**config.mk**
```make
export PLATFORM = sky130hd
export DESIGN_NAME = board_gpio_frontend
export DESIGN_NICKNAME = d
export VERILOG_FILES = /design/src/rtl/board_gpio_frontend.sv
export SDC_FILE = /design/constraint.sdc
export NUM_CORES = 1
export LEC_CHECK = 0
export BUFFER_PORTS_ARGS = -buffer_cell sky130_fd_sc_hd__buf_2
export CORE_MARGIN = 2
export CORE_UTILIZATION = 50
export DETAILED_ROUTE_END_ITERATION = 12
export HOLD_SLACK_MARGIN = 0.1
export PLACE_DENSITY = 0.8
export SLEW_MARGIN = 20
export SYNTH_ARGS = -nofsm -noshare
export SYNTH_HDL_FRONTEND = slang
export SYNTH_SLANG_ARGS = --single-unit
export TNS_END_PERCENT = 50
```
**constraint.sdc**
```tcl
create_clock -name clk -period 1.75 [get_ports clk]
set_input_delay 0.0875 -clock clk [delete_from_list [all_inputs] [get_ports clk]]
set_output_delay 0.0875 -clock clk [all_outputs]
set_load 0.05 [all_outputs]
```
**src/rtl/board_gpio_frontend.sv**
```systemverilog
module board_gpio_frontend #(
  parameter int N_SW           = 8,
  parameter int N_LED          = 14,
  parameter int SW_ACTIVE_LOW  = 1,
  parameter int LED_ACTIVE_LOW = 1,
  parameter int TICK_DIV       = 1000,
  parameter int DB_TICKS       = 10,
  parameter int PWM_BITS       = 4
) (
  input  logic                clk,
  input  logic                rst_n,
  input  logic [N_SW-1:0]     sw_pad,
  output logic [N_SW-1:0]     gpio_read,
  output logic [N_SW-1:0]     sw_event,
  input  logic [N_SW-1:0]     sw_event_clr,
  input  logic [N_LED-1:0]    gpio_write,
  input  logic [N_LED-1:0]    gpio_write_en,
  input  logic [PWM_BITS:0]   led_brightness,
  output logic [N_LED-1:0]    led_pad,
  output logic                debounce_tick
);

  localparam int TICK_W = $clog2(TICK_DIV);
  localparam int DB_W   = $clog2(DB_TICKS + 1);

  localparam logic [TICK_W-1:0] TICK_LAST   = TICK_W'(TICK_DIV - 1);
  localparam logic [DB_W-1:0]   DB_LAST     = DB_W'(DB_TICKS - 1);
  localparam logic [PWM_BITS:0] BRIGHT_FULL = {1'b1, {PWM_BITS{1'b0}}};
  localparam logic [N_SW-1:0]   SW_POL      = (SW_ACTIVE_LOW != 0) ? '1 : '0;
  localparam logic [N_LED-1:0]  LED_POL     = (LED_ACTIVE_LOW != 0) ? '1 : '0;

  // Synchroniser flops hold the polarity-corrected level, so resetting them
  // to '0 is the same as resetting to the inactive pad level.
  logic [N_SW-1:0]     sync1_q, sync1_d;
  logic [N_SW-1:0]     sync2_q, sync2_d;
  logic [TICK_W-1:0]   tick_cnt_q, tick_cnt_d;
  logic [DB_W-1:0]     db_cnt_q [N_SW];
  logic [DB_W-1:0]     db_cnt_d [N_SW];
  logic [N_SW-1:0]     read_q, read_d;
  logic [N_SW-1:0]     event_q, event_d;
  logic [PWM_BITS-1:0] pwm_cnt_q, pwm_cnt_d;
  logic [PWM_BITS:0]   bright_q, bright_d;
  logic [N_LED-1:0]    led_q, led_d;
  logic                tick;
  logic                pwm_on;

  always_comb begin
    sync1_d    = sw_pad ^ SW_POL;
    sync2_d    = sync1_q;

    tick       = (tick_cnt_q == TICK_LAST);
    tick_cnt_d = tick ? '0 : tick_cnt_q + 1'b1;

    read_d     = read_q;
    event_d    = event_q & ~sw_event_clr;
    db_cnt_d   = db_cnt_q;
    for (int unsigned i = 0; i < N_SW; i++) begin
      if (sync2_q[i] == read_q[i]) begin
        db_cnt_d[i] = '0;
      end else if (tick) begin
        if (db_cnt_q[i] == DB_LAST) begin
          read_d[i]   = ~read_q[i];
          db_cnt_d[i] = '0;
          event_d[i]  = 1'b1;
        end else begin
          db_cnt_d[i] = db_cnt_q[i] + 1'b1;
        end
      end
    end

    pwm_cnt_d  = pwm_cnt_q + 1'b1;
    bright_d   = (&pwm_cnt_q) ? led_brightness : bright_q;
    pwm_on     = ({1'b0, pwm_cnt_q} < bright_q);
    led_d      = LED_POL ^ (gpio_write & gpio_write_en & {N_LED{pwm_on}});
  end

  always_ff @(posedge clk or negedge rst_n) begin
    if (!rst_n) begin
      sync1_q    <= '0;
      sync2_q    <= '0;
      tick_cnt_q <= '0;
      for (int unsigned i = 0; i < N_SW; i++) begin
        db_cnt_q[i] <= '0;
      end
      read_q     <= '0;
      event_q    <= '0;
      pwm_cnt_q  <= '0;
      bright_q   <= BRIGHT_FULL;
      led_q      <= LED_POL;
    end else begin
      sync1_q    <= sync1_d;
      sync2_q    <= sync2_d;
      tick_cnt_q <= tick_cnt_d;
      db_cnt_q   <= db_cnt_d;
      read_q     <= read_d;
      event_q    <= event_d;
      pwm_cnt_q  <= pwm_cnt_d;
      bright_q   <= bright_d;
      led_q      <= led_d;
    end
  end

  assign gpio_read     = read_q;
  assign sw_event      = event_q;
  assign led_pad       = led_q;
  assign debounce_tick = tick;

endmodule

```
==> reports/summary.txt <==
Antenna violations before repair: 0
Router iterations before antenna repair: 4
Max Cap Violations: 0
Maximum count of clock buffers along a single path: 2
HPWL after detailed placement: 6070 um
Reg clk slew, reported paths: 0.09 ns
Final core utilization: 0.664
Transition time at the pin with the least slew margin: 0.560 ns
Total of fill cells in the finished design: 650
Run status: complete, no violations
Insertion delay to the later sink of the worst-skew pair: 0.35 ns
Final setup viols: 0
Largest incremental delay on the critical path: 0.37 ns
Fraction of final layout cells sized beyond drive strength 1: 0.254
Initial DRC Count: 166
Sink count of the clock tree: 97
Net count after synthesis: 470
Highest clock rate: 0.612 GHz
Area Growth Syn to Fin: 31.0%
Number of routed nets with antenna violations: 0
Cell count after synthesis: 398
Data arrival time of the worst path: 1.91 ns
Fraction of post-synthesis cell area in the top cell type by area: 0.471
Most area-hungry cell type in the Yosys netlist: dfrtp_1
Max H-tree Level: 3
Path class of the lowest-slack min-delay path: input pin to async pin
Via count of the first global-routing pass: 3561
Top cells by area in the synthesized netlist: dfrtp_1 47%, dfstp_2 9.0%, ha_1 6.0%
Cell area power density: 715 nW/um^2
Die Y: 97.3 um
Detailed-route vias per instance: 5.28
Root buffer cell: clkbuf_8
Final Max Tran Viols: 0
Total CTS buffers: 9
Type of the worst setup path: register to register
Kind of end point of the critical path: register
Overall die width: 97.3 um
Max stage delay cell, worst path: dfrtp_1
Required time at the worst-slack endpoint: 2.03 ns
Maximum vdd ir drop: 598 uV
Die Footprint: 9480 um^2
Antenna Diode Count: 0
Crit start category: register
GPL Wtd Cong: 0.844
DR vias: 3487
Crit-path cells: ha_2 -> and3_4 -> nand3_4 -> buf_12 -> or3_1 -> a21oi_1
Final TNS setup: 0 ns
Setup ws final: 0.116 ns
Area inside the core boundary: 8590 um^2
Share of async-settable or async-resettable flops after synthesis: 1.00
Port buffer count: 81
Share of synthesized area occupied by flip-flops and latches: 0.561
Relative slew slack: 0.627
Clock tree from TritonCTS: done
Worst Hold Margin: 0.229 ns
Wire length per cell: 14.5 um
Average instance area after synthesis: 10.9 um^2
Remaining DRCs: 0
Synth warn: 0
Wire length of the first global-routing pass: 16300 um
Worst setup skew after layout: 0.00901 ns
Number of top-level pins: 82
Register bit total from synthesis: 97
Number of synthesized flops with an enable pin: 0
Setup repair after global routing missed its margin: no
Mapped Area: 4360 um^2
Share of the clock period used by the worst path after layout: 0.934
GR Overflow Total: 0
Placement Setup Slack: 0.0439 ns
Final nets: 619
Distinct cell type count of the synthesized netlist: 36
Maximum number of pins on one net before global-route repair: 47
Row Count: 34
Top cell family by delay on the critical path: simple AND/OR/NAND/NOR gates
Detailed-route wire length: 9590 um
Top flip-flop cell by instance count after synthesis: dfrtp_1
Worst-path fanout max: 37
Final hold violation count: 0
Initial core utilization: 0.507
Final period demand of the worst path: 1.63 ns
Bufs and invs on worst path: 1
Total global-route track usage: 0.210
Leakage Power: 2.61 nW
==> metal layers <==
layer | track usage | routed length [um] | vias to the layer above
met2 | 0.369 | 4950 | 95
met1 | 0.255 | 3930 | 1697
met5 | 0 | 0 | -
met4 | 0.0641 | 157 | 0
met3 | 0.0525 | 553 | 17
li1 | - | - | 1678
==> report_power, final <==
part / total [mW] / internal (mW) / switching [mW]
clock network: 1.43 / 0.660 / 0.765
registers: 2.31 / 2.30 / 0.0163
logic: 0.343 / 0.155 / 0.189
total: 4.08 / 3.11 / 0.970
==> state kept, by name, indices dropped and copies added (netlist names) <==
| signal | flops |
|---|---|
| bright_q | 5 |
| db_cnt_q | 32 |
| gpio_read | 8 |
| led_pad | 14 |
| pwm_cnt_q | 4 |
| sw_event | 8 |
| sync1_q | 8 |
| sync2_q | 8 |
| tick_cnt_q | 10 |
==> cell usage after synthesis (12+ instances only) <==
library cell / number
a21oi_1: 26
o21ai_0: 12
or3_1: 16
o2111ai_1: 14
dfstp_2: 15
dfrtp_1: 82
nand2_1: 44
xnor2_1: 18
ha_1: 21
inv_1: 36
nor2_1: 28
==> worst reg2reg max path, delay by kind of cell, from the launching register on <==
family                     cells  cell delay [ns]
AOI/OAI and AO/OA              1             0.17
buffers and inverters          1             0.19
DFF                            1             0.37
and+or+nand+nor                3             0.66
adders and majority gates      1             0.18
==> worst paths after layout <==
check | from | to | slack (ns) | cells past startpoint
worst max register to register | tick_cnt_q[0] | db_cnt_q[12] | 0.12 | 6
min in group clk | sync1_q[1] | sync2_q[1] | 0.35 | 0
worst min register to register | sync1_q[1] | sync2_q[1] | 0.35 | 0
worst max-delay path | tick_cnt_q[0] | db_cnt_q[12] | 0.12 | 6
max in group asynchronous | rst_n | led_pad[3] | 0.84 | 3
worst min-delay path | rst_n | sw_event[7] | 0.23 | 2
==> area by class of cell <==
type,instances,area [um^2],share of cell area
Inverter,37,141,0.0248
Multi-Input combinational cell,252,1700,0.298
Sequential cell,97,2450,0.429
Clock inverter,5,57.6,0.0101
Clock buffer,11,131,0.0230
Timing Repair Buffer,150,1090,0.192
Tap cell,108,135,0.0237
==> placed cells by master, fill, tap and decap left out, drive strengths merged, types with 2 or more instances in the layout <==
| master | synthesis | final |
|---|---|---|
| nand2b | 3 | 3 |
| a21o | 2 | 2 |
| inv | 37 | 37 |
| dfrtp | 82 | 82 |
| o22ai | 8 | 8 |
| clkinvlp | 0 | 3 |
| nand4b | 8 | 8 |
| a221oi | 8 | 8 |
| nand2 | 44 | 44 |
| and3 | 3 | 3 |
| mux2 | 13 | 13 |
| o21ai | 12 | 12 |
| a21oi | 26 | 26 |
| dlygate4sd3 | 0 | 50 |
| nand3 | 8 | 8 |
| buf | 7 | 100 |
| clkbuf | 5 | 11 |
| nor3 | 8 | 8 |
| ha | 21 | 21 |
| dfstp | 15 | 15 |
| xor2 | 4 | 4 |
| o2111ai | 14 | 14 |
| xnor2 | 18 | 18 |
| nor2 | 28 | 28 |
| or3 | 16 | 16 |
==> cells by family after synthesis <==
family | count (synthesis) | synth area share
adder cells (fa/ha/maj) | 21 | 0.0603
multiplexers | 14 | 0.0359
AO/OA/AOI/OAI | 72 | 0.106
AND/OR/NAND/NOR | 123 | 0.142
buffers and inverters | 49 | 0.0497
flip-flops | 97 | 0.561
XOR/XNOR | 22 | 0.0442
==> through the flow <==
stage | instance area [um^2] | power [mW] | cells
after global placement | 4950 | 2.60 | 589
after detailed placement | 4950 | 2.61 | 589
after global routing | 5710 | 4.22 | 660
after floorplan | 4360 | 2.47 | 398
after CTS | 5700 | 4.09 | 659
final | 5710 | 4.08 | 660
==> what timing repair did <==
action,CTS,global route
gates resized for setup,7,4
pin swaps,0,2
setup endpoints to repair,1,7
setup buffers,4,2
hold buffers,50,0
endpoints found under the hold margin,68,0
Power figures use the tool's default switching activity.
